--- config.mk ---
export PLATFORM = sky130hd
export DESIGN_NAME = alu_multicycle
export DESIGN_NICKNAME = d
export VERILOG_FILES = /design/src/rtl/ctrl_encode_def.sv /design/src/rtl/alu_muldiv_iter.sv /design/src/rtl/alu_multicycle.sv
export SDC_FILE = /design/constraint.sdc
export NUM_CORES = 2
export LEC_CHECK = 0
export ABC_AREA = 1
export BUFFER_PORTS_ARGS = -buffer_cell sky130_fd_sc_hd__buf_2
export CAP_MARGIN = 10
export CELL_PAD_IN_SITES_DETAIL_PLACEMENT = 0
export CELL_PAD_IN_SITES_GLOBAL_PLACEMENT = 1
export CORE_UTILIZATION = 44
export DETAILED_ROUTE_END_ITERATION = 10
export PLACE_DENSITY_LB_ADDON = 0.1
export SLEW_MARGIN = 20
export SYNTH_ARGS = -nofsm -noshare
export SYNTH_HDL_FRONTEND = slang
export SYNTH_SLANG_ARGS = --single-unit
--- constraint.sdc ---
create_clock -name clk -period 4.1 [get_ports clk]
set_input_delay 0.82 -clock clk [delete_from_list [all_inputs] [get_ports clk]]
set_output_delay 0.82 -clock clk [all_outputs]
set_load 0.03 [all_outputs]
--- src/rtl/ctrl_encode_def.sv ---
// ============================================================================
// ctrl_encode_def : shared ALU opcode encoding and multicycle FSM states
// Rev 1.0
// ============================================================================
`timescale 1ns/1ps
`default_nettype none

package ctrl_encode_def;

  localparam int OP_W = 5;

  localparam logic [OP_W-1:0] ALU_NOP   = 5'd0;
  localparam logic [OP_W-1:0] ALU_ADD   = 5'd1;
  localparam logic [OP_W-1:0] ALU_SUB   = 5'd2;
  localparam logic [OP_W-1:0] ALU_AND   = 5'd3;
  localparam logic [OP_W-1:0] ALU_OR    = 5'd4;
  localparam logic [OP_W-1:0] ALU_SLT   = 5'd5;
  localparam logic [OP_W-1:0] ALU_SLTU  = 5'd6;
  localparam logic [OP_W-1:0] ALU_SLL   = 5'd7;
  localparam logic [OP_W-1:0] ALU_SRL   = 5'd8;
  localparam logic [OP_W-1:0] ALU_SRA   = 5'd9;
  localparam logic [OP_W-1:0] ALU_NOR   = 5'd10;
  localparam logic [OP_W-1:0] ALU_XOR   = 5'd11;
  localparam logic [OP_W-1:0] ALU_IMM   = 5'd12;
  localparam logic [OP_W-1:0] ALU_MULT  = 5'd13;
  localparam logic [OP_W-1:0] ALU_MULTU = 5'd14;
  localparam logic [OP_W-1:0] ALU_DIV   = 5'd15;
  localparam logic [OP_W-1:0] ALU_DIVU  = 5'd16;
  localparam logic [OP_W-1:0] ALU_MFHI  = 5'd17;
  localparam logic [OP_W-1:0] ALU_MFLO  = 5'd18;

  typedef enum logic [0:0] {
    S_IDLE = 1'b0,
    S_RUN  = 1'b1
  } state_e;

  function automatic logic is_muldiv_op(input logic [OP_W-1:0] op);
    return (op == ALU_MULT) || (op == ALU_MULTU) || (op == ALU_DIV) || (op == ALU_DIVU);
  endfunction

endpackage

`default_nettype wire

--- src/rtl/alu_muldiv_iter.sv ---
// ============================================================================
// alu_muldiv_iter : iterative radix-2 multiply / restoring divide with HI/LO
// Rev 1.0
// ============================================================================
`timescale 1ns/1ps
`default_nettype none

module alu_muldiv_iter
  import ctrl_encode_def::*;
#(
  parameter int WIDTH = 32
) (
  input  logic             clk,
  input  logic             rstn,
  input  logic             load_i,
  input  logic             run_i,
  input  logic             kill_i,
  input  logic [OP_W-1:0]  opcode_i,
  input  logic [WIDTH-1:0] a_i,
  input  logic [WIDTH-1:0] b_i,
  output logic             last_o,
  output logic [WIDTH-1:0] res_lo_o,
  output logic [WIDTH-1:0] hi_o,
  output logic [WIDTH-1:0] lo_o
);

  localparam int ITER  = WIDTH;
  localparam int CNT_W = $clog2(ITER);

  logic [CNT_W-1:0] cnt_q, cnt_d;
  logic [WIDTH-1:0] acc_q, acc_d, sh_q, sh_d, opb_q, opb_d, dvd_q, dvd_d;
  logic [WIDTH-1:0] hi_q, hi_d, lo_q, lo_d;
  logic             div_q, div_d, neg_q, neg_d, rneg_q, rneg_d, dz_q, dz_d;

  logic             op_signed, op_div, a_neg, b_neg;
  logic [WIDTH-1:0] a_mag, b_mag;
  logic [WIDTH:0]   add_sum, rem_sh;
  logic [WIDTH-1:0] mul_acc, mul_sh, div_acc, div_sh;
  logic             ge;
  logic [2*WIDTH-1:0] prod, prod_fix;
  logic [WIDTH-1:0] res_hi, res_lo;

  assign op_signed = (opcode_i == ALU_MULT) || (opcode_i == ALU_DIV);
  assign op_div    = (opcode_i == ALU_DIV) || (opcode_i == ALU_DIVU);
  assign a_neg     = op_signed & a_i[WIDTH-1];
  assign b_neg     = op_signed & b_i[WIDTH-1];
  assign a_mag     = a_neg ? -a_i : a_i;
  assign b_mag     = b_neg ? -b_i : b_i;

  // One shift-add step: acc holds the running high half, sh the multiplier/low half.
  assign add_sum = {1'b0, acc_q} + (sh_q[0] ? {1'b0, opb_q} : {(WIDTH+1){1'b0}});
  assign mul_acc = add_sum[WIDTH:1];
  assign mul_sh  = {add_sum[0], sh_q[WIDTH-1:1]};

  // One restoring step: acc is the partial remainder, sh shifts dividend out and quotient in.
  assign rem_sh  = {acc_q, sh_q[WIDTH-1]};
  assign ge      = (rem_sh >= {1'b0, opb_q});
  assign div_acc = ge ? (rem_sh[WIDTH-1:0] - opb_q) : rem_sh[WIDTH-1:0];
  assign div_sh  = {sh_q[WIDTH-2:0], ge};

  assign prod     = {mul_acc, mul_sh};
  assign prod_fix = neg_q ? -prod : prod;

  always_comb begin
    res_hi = prod_fix[2*WIDTH-1:WIDTH];
    res_lo = prod_fix[WIDTH-1:0];
    if (div_q) begin
      if (dz_q) begin
        res_lo = '1;
        res_hi = dvd_q;
      end else begin
        res_lo = neg_q  ? -div_sh  : div_sh;
        res_hi = rneg_q ? -div_acc : div_acc;
      end
    end
  end

  assign last_o = run_i && (cnt_q == CNT_W'(ITER - 1));

  always_comb begin
    cnt_d  = cnt_q;
    acc_d  = acc_q;
    sh_d   = sh_q;
    opb_d  = opb_q;
    dvd_d  = dvd_q;
    div_d  = div_q;
    neg_d  = neg_q;
    rneg_d = rneg_q;
    dz_d   = dz_q;
    hi_d   = hi_q;
    lo_d   = lo_q;
    if (load_i) begin
      cnt_d  = '0;
      acc_d  = '0;
      sh_d   = a_mag;
      opb_d  = b_mag;
      dvd_d  = a_i;
      div_d  = op_div;
      neg_d  = a_neg ^ b_neg;
      rneg_d = a_neg;
      dz_d   = op_div && (b_i == '0);
    end else if (run_i && !kill_i) begin
      cnt_d = cnt_q + CNT_W'(1);
      acc_d = div_q ? div_acc : mul_acc;
      sh_d  = div_q ? div_sh  : mul_sh;
      if (last_o) begin
        hi_d = res_hi;
        lo_d = res_lo;
      end
    end
  end

  always_ff @(posedge clk or negedge rstn) begin
    if (!rstn) begin
      cnt_q  <= '0;
      acc_q  <= '0;
      sh_q   <= '0;
      opb_q  <= '0;
      dvd_q  <= '0;
      div_q  <= 1'b0;
      neg_q  <= 1'b0;
      rneg_q <= 1'b0;
      dz_q   <= 1'b0;
      hi_q   <= '0;
      lo_q   <= '0;
    end else begin
      cnt_q  <= cnt_d;
      acc_q  <= acc_d;
      sh_q   <= sh_d;
      opb_q  <= opb_d;
      dvd_q  <= dvd_d;
      div_q  <= div_d;
      neg_q  <= neg_d;
      rneg_q <= rneg_d;
      dz_q   <= dz_d;
      hi_q   <= hi_d;
      lo_q   <= lo_d;
    end
  end

  assign res_lo_o = res_lo;
  assign hi_o     = hi_q;
  assign lo_o     = lo_q;

endmodule

`default_nettype wire

--- src/rtl/alu_multicycle.sv ---
// ============================================================================
// alu_multicycle : registered single-cycle ALU plus iterative mul/div (HI/LO)
// Rev 1.0
// ============================================================================
`timescale 1ns/1ps
`default_nettype none

module alu_multicycle
  import ctrl_encode_def::*;
#(
  parameter int WIDTH     = 32,
  parameter bit MULDIV_EN = 1'b1
) (
  input  logic             clk,
  input  logic             rstn,
  input  logic             start,
  input  logic             kill,
  input  logic [OP_W-1:0]  opcode,
  input  logic [WIDTH-1:0] A,
  input  logic [WIDTH-1:0] B,
  output logic [WIDTH-1:0] C,
  output logic             Zero,
  output logic             busy,
  output logic             done,
  output logic [WIDTH-1:0] hi,
  output logic [WIDTH-1:0] lo
);

  localparam int SHAMT_W = $clog2(WIDTH);

  state_e           state_q, state_d;
  logic [WIDTH-1:0] c_q, c_d;
  logic             zero_q, zero_d, done_q, done_d;
  logic             md_load, md_start, md_last;
  logic [WIDTH-1:0] md_res_lo, hi_w, lo_w, alu_res;
  logic [SHAMT_W-1:0] shamt;

  assign shamt    = A[SHAMT_W-1:0];
  assign md_start = MULDIV_EN && is_muldiv_op(opcode);

  always_comb begin
    alu_res = A;
    case (opcode)
      ALU_ADD:  alu_res = A + B;
      ALU_SUB:  alu_res = A - B;
      ALU_AND:  alu_res = A & B;
      ALU_OR:   alu_res = A | B;
      ALU_NOR:  alu_res = ~(A | B);
      ALU_XOR:  alu_res = A ^ B;
      ALU_SLT:  alu_res = {{(WIDTH-1){1'b0}}, ($signed(A) < $signed(B))};
      ALU_SLTU: alu_res = {{(WIDTH-1){1'b0}}, (A < B)};
      ALU_IMM:  alu_res = B;
      ALU_SLL:  alu_res = B << shamt;
      ALU_SRL:  alu_res = B >> shamt;
      ALU_SRA:  alu_res = $signed(B) >>> shamt;
      ALU_MFHI: alu_res = MULDIV_EN ? hi_w : A;
      ALU_MFLO: alu_res = MULDIV_EN ? lo_w : A;
      default:  alu_res = A;
    endcase
  end

  generate
    if (MULDIV_EN) begin : g_muldiv
      alu_muldiv_iter #(.WIDTH(WIDTH)) u_iter (
        .clk      (clk),
        .rstn     (rstn),
        .load_i   (md_load),
        .run_i    (state_q == S_RUN),
        .kill_i   (kill),
        .opcode_i (opcode),
        .a_i      (A),
        .b_i      (B),
        .last_o   (md_last),
        .res_lo_o (md_res_lo),
        .hi_o     (hi_w),
        .lo_o     (lo_w)
      );
    end else begin : g_no_muldiv
      assign md_last   = 1'b0;
      assign md_res_lo = '0;
      assign hi_w      = '0;
      assign lo_w      = '0;
    end
  endgenerate

  // kill outranks completion so an aborted op never signals done.
  always_comb begin
    state_d = state_q;
    c_d     = c_q;
    zero_d  = zero_q;
    done_d  = 1'b0;
    md_load = 1'b0;
    case (state_q)
      S_IDLE: begin
        if (start) begin
          if (md_start) begin
            md_load = 1'b1;
            state_d = S_RUN;
          end else begin
            c_d    = alu_res;
            zero_d = (alu_res == '0);
            done_d = 1'b1;
          end
        end
      end
      S_RUN: begin
        if (kill) begin
          state_d = S_IDLE;
        end else if (md_last) begin
          state_d = S_IDLE;
          c_d     = md_res_lo;
          zero_d  = (md_res_lo == '0);
          done_d  = 1'b1;
        end
      end
      default: state_d = S_IDLE;
    endcase
  end

  always_ff @(posedge clk or negedge rstn) begin
    if (!rstn) begin
      state_q <= S_IDLE;
      c_q     <= '0;
      zero_q  <= 1'b0;
      done_q  <= 1'b0;
    end else begin
      state_q <= state_d;
      c_q     <= c_d;
      zero_q  <= zero_d;
      done_q  <= done_d;
    end
  end

  assign C    = c_q;
  assign Zero = zero_q;
  assign done = done_q;
  assign busy = (state_q == S_RUN);
  assign hi   = hi_w;
  assign lo   = lo_w;

endmodule

`default_nettype wire

**Word level (Yosys, flattened, before mapping)**

Index checks and enable logic that the tools add are counted.

- Bits of input ports: 73
- Register bits after elaboration: 236

- Mux-type cells: 41
- $lt $le $gt $ge: 3
- Add/sub/neg operators: 10
- Reductions and logical operators: 15
- Shift-type cells: 3
- Eq/ne operators: 23
- Bitwise operators: 9

Operator list:

| kind | count |
|---|---|
| $mux 32 | 20 |
| $pmux 32 s14 | 1 |
| $neg 32->32 | 4 |
| $logic_not 32->1 | 3 |
| $lt 32x32->1 | 2 |
| $mux 64 | 1 |
| $neg 64->64 | 1 |
| $pmux 32 s2 | 1 |
| $sub 32x32->32 | 2 |
| $eq 5x4->1 const B | 8 |
| $add 32x33->33 | 1 |
| $ge 33x32->1 | 1 |
| $add 32x32->32 | 1 |
| $and 32x32->32 | 1 |
| $not 32->32 | 1 |
| $or 32x32->32 | 1 |
| $shl 32x5->32 | 1 |
| $shr 32x5->32 | 1 |
| $sshr 32x5->32 | 1 |
| $xor 32x32->32 | 1 |
| $eq 5x3->1 const B | 4 |
| $eq 5x5->1 const B | 4 |
| $mux 1 | 13 |
| $eq 5x2->1 const B | 2 |
| other kinds (15) | 28 |

**Logic depth before layout (Yosys ltp)**

- Depth in word-level cells: 9
- Depth in mapped cells: 36

**Hierarchy**

Synthesis repeated with hierarchy kept, for this count alone.

- Cells, all modules: 5859
- Area total of the unflattened synthesis: 32641.3 µm²

Modules (own cells, without submodules):

| module | cells an instance | seq. area each (µm²) | area an instance (µm²) | times used |
|---|---|---|---|---|
| alu_muldiv_iter | 3217 | 5029.8 | 19522.5 | 1 |
| alu_multicycle | 2642 | 875.8 | 13118.8 | 1 |

**Worst setup path after synthesis**

Ideal clock, no wire load.

- Kind: input -> register
- From: input A[4]
- To: register zero_q (netlist: Zero)
- Arrival: 3.469 ns
- Required time: 4.037 ns
- Setup time: 0.063 ns
- Stages: 24
- Slack: 0.568 ns
- Cell sequence: inv_1 -> clkbuf_1 -> buf_1 -> ha_1 -> buf_2 -> nor2_1 -> nand3_1 -> o21ai_0 -> nand2_1 -> nand2_1 -> nand3b_1 -> nand2_1 -> nand2_1 -> nand3_1 -> nand3_1 -> nand2_1 -> nand2_1 -> nor2_1 -> nand2_1 -> nor2_1 -> nand3_1 -> nand3_1 -> nand2_1 -> inv_1

- Word-level cells in the longest chain between the ends: 7
- Elaborated cells between the ends (all ways): 16
- Classes of those cells: 2 x add/sub; 2 x order compare; 3 x shift; 4 x mux; 4 x bitwise; 1 x reduce/logical

Ends and longest elaborated chain:

| item | line | RTL |
|---|---|---|
| start, declared | alu_multicycle.sv:19 | `input logic [WIDTH-1:0] A,` |
| branches (longest 2 deep; another with $sub 32x32->32) | n/a |  |
| $pmux 32 s14 (*) | alu_multicycle.sv:43 | `case (opcode)` |
| $logic_not 32->1 (*) | alu_multicycle.sv:101 | `zero_d = (alu_res == '0);` |
| $mux 1 (*) | alu_multicycle.sv:96 | `if (md_start) begin` |
| $mux 1 (*) | alu_multicycle.sv:95 | `if (start) begin` |
| $pmux 1 s2 (*) | alu_multicycle.sv:93 | `case (state_q)` |
| end signal, assigned | alu_multicycle.sv:129 | `zero_q <= zero_d;` |
| end, declared | alu_multicycle.sv:33 | `logic zero_q, zero_d, done_q, done_d;` |

Every way passes the cells marked *. The select of a mux whose other input is x is not followed.
A chain may end at the register's enable or synchronous reset.

**Final worst setup path**

- From: register g_muldiv.u_iter.acc_q[8]
- To: register zero_q (netlist: Zero)

- Word-level cells in the longest chain between the ends: 9

Ends and longest elaborated chain:

| item | line | RTL |
|---|---|---|
| start, declared | alu_muldiv_iter.sv:31 | `logic [WIDTH-1:0] acc_q, acc_d, sh_q, sh_d, opb_q, opb_d, dvd_q, dvd_d;` |
| start signal, assigned | alu_muldiv_iter.sv:116 | `acc_q <= '0;` |
| start signal, assigned | alu_muldiv_iter.sv:128 | `acc_q <= acc_d;` |
| $ge 33x32->1 (*) | alu_muldiv_iter.sv:57 | `assign ge = (rem_sh >= {1'b0, opb_q});` |
| $neg 32->32 | alu_muldiv_iter.sv:72 | `res_lo = neg_q ? -div_sh : div_sh;` |
| $mux 32 (*) | alu_muldiv_iter.sv:72 |  |
| $mux 32 (*) | alu_muldiv_iter.sv:68 | `if (dz_q) begin` |
| $mux 32 (*) | alu_muldiv_iter.sv:67 | `if (div_q) begin` |
| $logic_not 32->1 (*) | alu_multicycle.sv:112 | `zero_d = (md_res_lo == '0);` |
| $mux 1 (*) | alu_multicycle.sv:109 | `end else if (md_last) begin` |
| $mux 1 (*) | alu_multicycle.sv:107 | `if (kill) begin` |
| $pmux 1 s2 (*) | alu_multicycle.sv:93 |  |

Every way passes the cells marked *; elsewhere a longest branch is shown, timed or not. The select of a mux whose other input is x is not followed.

==> impl_summary.md <==
Status
The flow ran to the end, and the final reports show no timing, DRC or antenna violations.

Clock tree
No sink is reached through more buffers than the 3 on the longest clock path. The clock-pin slew reported for the worst setup and hold paths after clock tree synthesis is approximately 70 ps. In this run the number of H-tree levels came out at 1. In this run, post-CTS hold repair placed 0 buffers. The TritonCTS buffer count is 30.

The clock network latency to the later pin of the worst-skew pair is 630 ps. CTS placed an instance of clkbuf_16 at the clock tree root. For this design, the sink count on the clock tree is 236. TritonCTS built the clock tree.

Yosys
By area the synthesized netlist is led by nand2_1 (21%), dfrtp_1 (19%), inv_1 (7.7%). For this run, the leading register cell type out of synthesis is dfrtp_1. The cell area that synthesis handed to floorplanning was 31,800 um^2. The share of flip-flops with an asynchronous set or reset is 1.00. The number of warning messages in the yosys log is 0.

The commonest cells after synthesis are nand2_1 (1,814), inv_1 (650), nor2_1 (584). Synthesis produced a netlist with a net count of 5,900. The distinct cell type count of the synthesized netlist is slightly below 70.

After synthesis, the mean cell area works out to 5.62 um^2. For this run, the register share of the synthesized area comes to 0.186. The most frequent cell after synthesis is nand2_1.

Synthesis handed over a netlist of 5,656 instances. Yosys mapped a number of flops with a built-in enable equal to 0. The share of the synthesized area in the top cell type is 0.214. The synthesis-stage register bit count is roughly 240. The largest area contributor in the synthesized netlist is nand2_1.

Placement
Input and output buffers added on the ports amount to around 170. The instance area at placement is 37,800 um^2. Detailed placement finished with a half-perimeter wire length of approximately 160,000 um.

The congestion estimate from routability-driven global placement came to 1.23. Prior to clock tree synthesis, the placed netlist has a worst setup slack of -127 ps.

Setup path
The worst setup path is of the reg -> reg kind. The slowest stage cell on the critical path is dfrtp_1. The cell family contributing the most delay on the critical path is simple AND/OR/NAND/NOR gates.

Of all nets on the critical path, the largest fanout is 6. The endpoint type of the worst setup path is a flip-flop. The data arrival time of the worst path is 4660 ps. The critical path contains buffers and inverters numbering 4 combined. The worst setup path is launched from a flip-flop. For this run, the slowest stage of the critical path takes roughly 440 ps. At the worst endpoint, the required time is 4670 ps.

Drt
The initial detailed-routing violation count is around 7,000. The number of routed nets with antenna violations is 0. For this block, the routed nets add up to 198,000 um of wire. The post-detailed-route via-to-cell ratio is 6.08. The mean routed wirelength per cell is between 20 and 30 um.

The post-route DRC violation count is 0. The first detailed-routing pass ran for 8 iterations. The total via count after detailed routing is around 44,000.

Layout
The number of fill cells is 7,494. The synthesis-to-finish area growth is 24.4%. In the final layout, the share of cells above drive strength 1 is 0.170. The net count of the finished layout is 6,501.

The sequential standard cell area is 5910 um^2. For this run, the share of the core covered by cells in the final layout is 0.554. The area occupied by multi-input gates is about 23,000 um^2. The finished cells cover between 30,000 and 40,000 um^2.

Global routing
The via count of the first global-routing pass is 40,300. The global-route wire length before repair is 279,000 um. The global route total overflow is 0. Entering global routing, the biggest net connects 120 pins. Across every metal layer, demand over resource in global routing totals 0.525.

The initial antenna violation count is 22.

Pwr
The final total power is 23.4 mW. The peak supply drop is 0.544 mV. Dividing total power by cell area gives a power density of 592 nW/um^2. For this design the static power due to leakage is 20.6 nW.

Timing
For the final database, setup skew stands at 50.8 ps. The worst path meets setup with 17.2 ps of slack. The setup TNS is 0 ps.

The actual transition at the worst max-transition pin is 905 ps. The count of final max-slew check failures is 0. The shortest period the worst path allows is just over 4000 ps. The achievable frequency is 245 MHz. Headroom to the max-slew limit came out at 0.391.

Setup repair after global routing could not meet its margin everywhere. Setup violations remaining at the end of the flow were counted as 0. The hold violation count in the final report is 0. Of the available clock period, the critical path in the final layout requires 0.996.

Die
The standard-cell row count is 98. The top-level port count is 172. The floorplan step defined a core boundary enclosing 71,500 um^2. The die is 271 um tall. Measured along the x axis, the die boundary spans 271 um. The die covers 73,400 um^2. The initial utilization of the core area, before any placement, comes to 0.445.

Run
The tool flagged a number of max-cap violations equal to 0.

Worst hold path
The worst hold path class is in -> async.
[final timing paths]
path	slack, ps	cells past startpoint	to	startpoint
max in group asynchronous	3030	2	g_muldiv.u_iter.dvd_q[8]	rstn
worst max register to register	20	32	Zero	g_muldiv.u_iter.acc_q[8]
worst min register to register	490	2	C[1]	C[1]
min in group clk	490	2	C[1]	C[1]
worst min-delay path	220	1	g_muldiv.u_iter.opb_q[27]	rstn
worst max-delay path	20	32	Zero	g_muldiv.u_iter.acc_q[8]
[cell type report]
cell class,instances,area share
Clock buffer,32,0.0194
Tap cell,950,0.0300
Clock inverter,24,0.00866
Sequential cell,236,0.149
Timing Repair Buffer,806,0.149
Antenna cell,10,0.000632
Inverter,677,0.0644
Multi-Input combinational cell,4506,0.579
[report_power, final]
part | switching (mW) | internal (mW) | leakage (nW)
clock | 1.29 | 1.77 | 0.523
sequential | 0.683 | 2.86 | 2.96
combinational | 11.6 | 5.25 | 17.1
[per-layer routing]
| layer | GRT usage | routed length (um) |
|---|---|---|
| met5 | 0 | 130 |
| met4 | 0.410 | 19200 |
| met3 | 0.179 | 28200 |
| met2 | 0.755 | 79200 |
| met1 | 0.638 | 71700 |
[cells in the final DEF, fill, tap and decap left out, types with 75 or more instances in the layout]
master | synthesis | routed
a21oi_1 | 313 | 308
buf_2 | 42 | 170
buf_4 | 2 | 614
dfrtp_1 | 236 | 231
ha_1 | 167 | 142
inv_1 | 650 | 641
nand2_1 | 1814 | 1795
nand3_1 | 486 | 479
nand4_1 | 82 | 82
nor2_1 | 584 | 575
o21ai_0 | 475 | 470
xor2_1 | 76 | 75
[sequential cells by signal (all words and copies together) (netlist names)]
signal,flops
g_muldiv.u_iter.div_q,1
g_muldiv.u_iter.neg_q,1
Zero,1
C,32
done,1
g_muldiv.u_iter.lo_o,32
g_muldiv.u_iter.opb_q,32
g_muldiv.u_iter.dz_q,1
g_muldiv.u_iter.sh_q,32
g_muldiv.u_iter.cnt_q,5
g_muldiv.u_iter.hi_o,32
g_muldiv.u_iter.rneg_q,1
g_muldiv.u_iter.dvd_q,32
g_muldiv.u_iter.acc_q,32
busy,1
[cells by family after synthesis]
family / synth area share
compound gates: 0.189
fa+ha+maj: 0.0682
xor+xnor: 0.0225
flops: 0.186
buf+inv: 0.111
simple gates: 0.421
mux: 0.00157
[through the flow]
step,hold WS (ps),cells
floorplan,448,5656
global placement,465,7156
detailed placement,466,7156
CTS,263,7213
global route,287,7231
finish,222,7241
[timing repair]
action                     CTS  global route
setup endpoints to repair    1            21
buffers inserted             1            18
pin swaps                    1            28
resized for setup            4            95
Power figures use the tool's default switching activity.
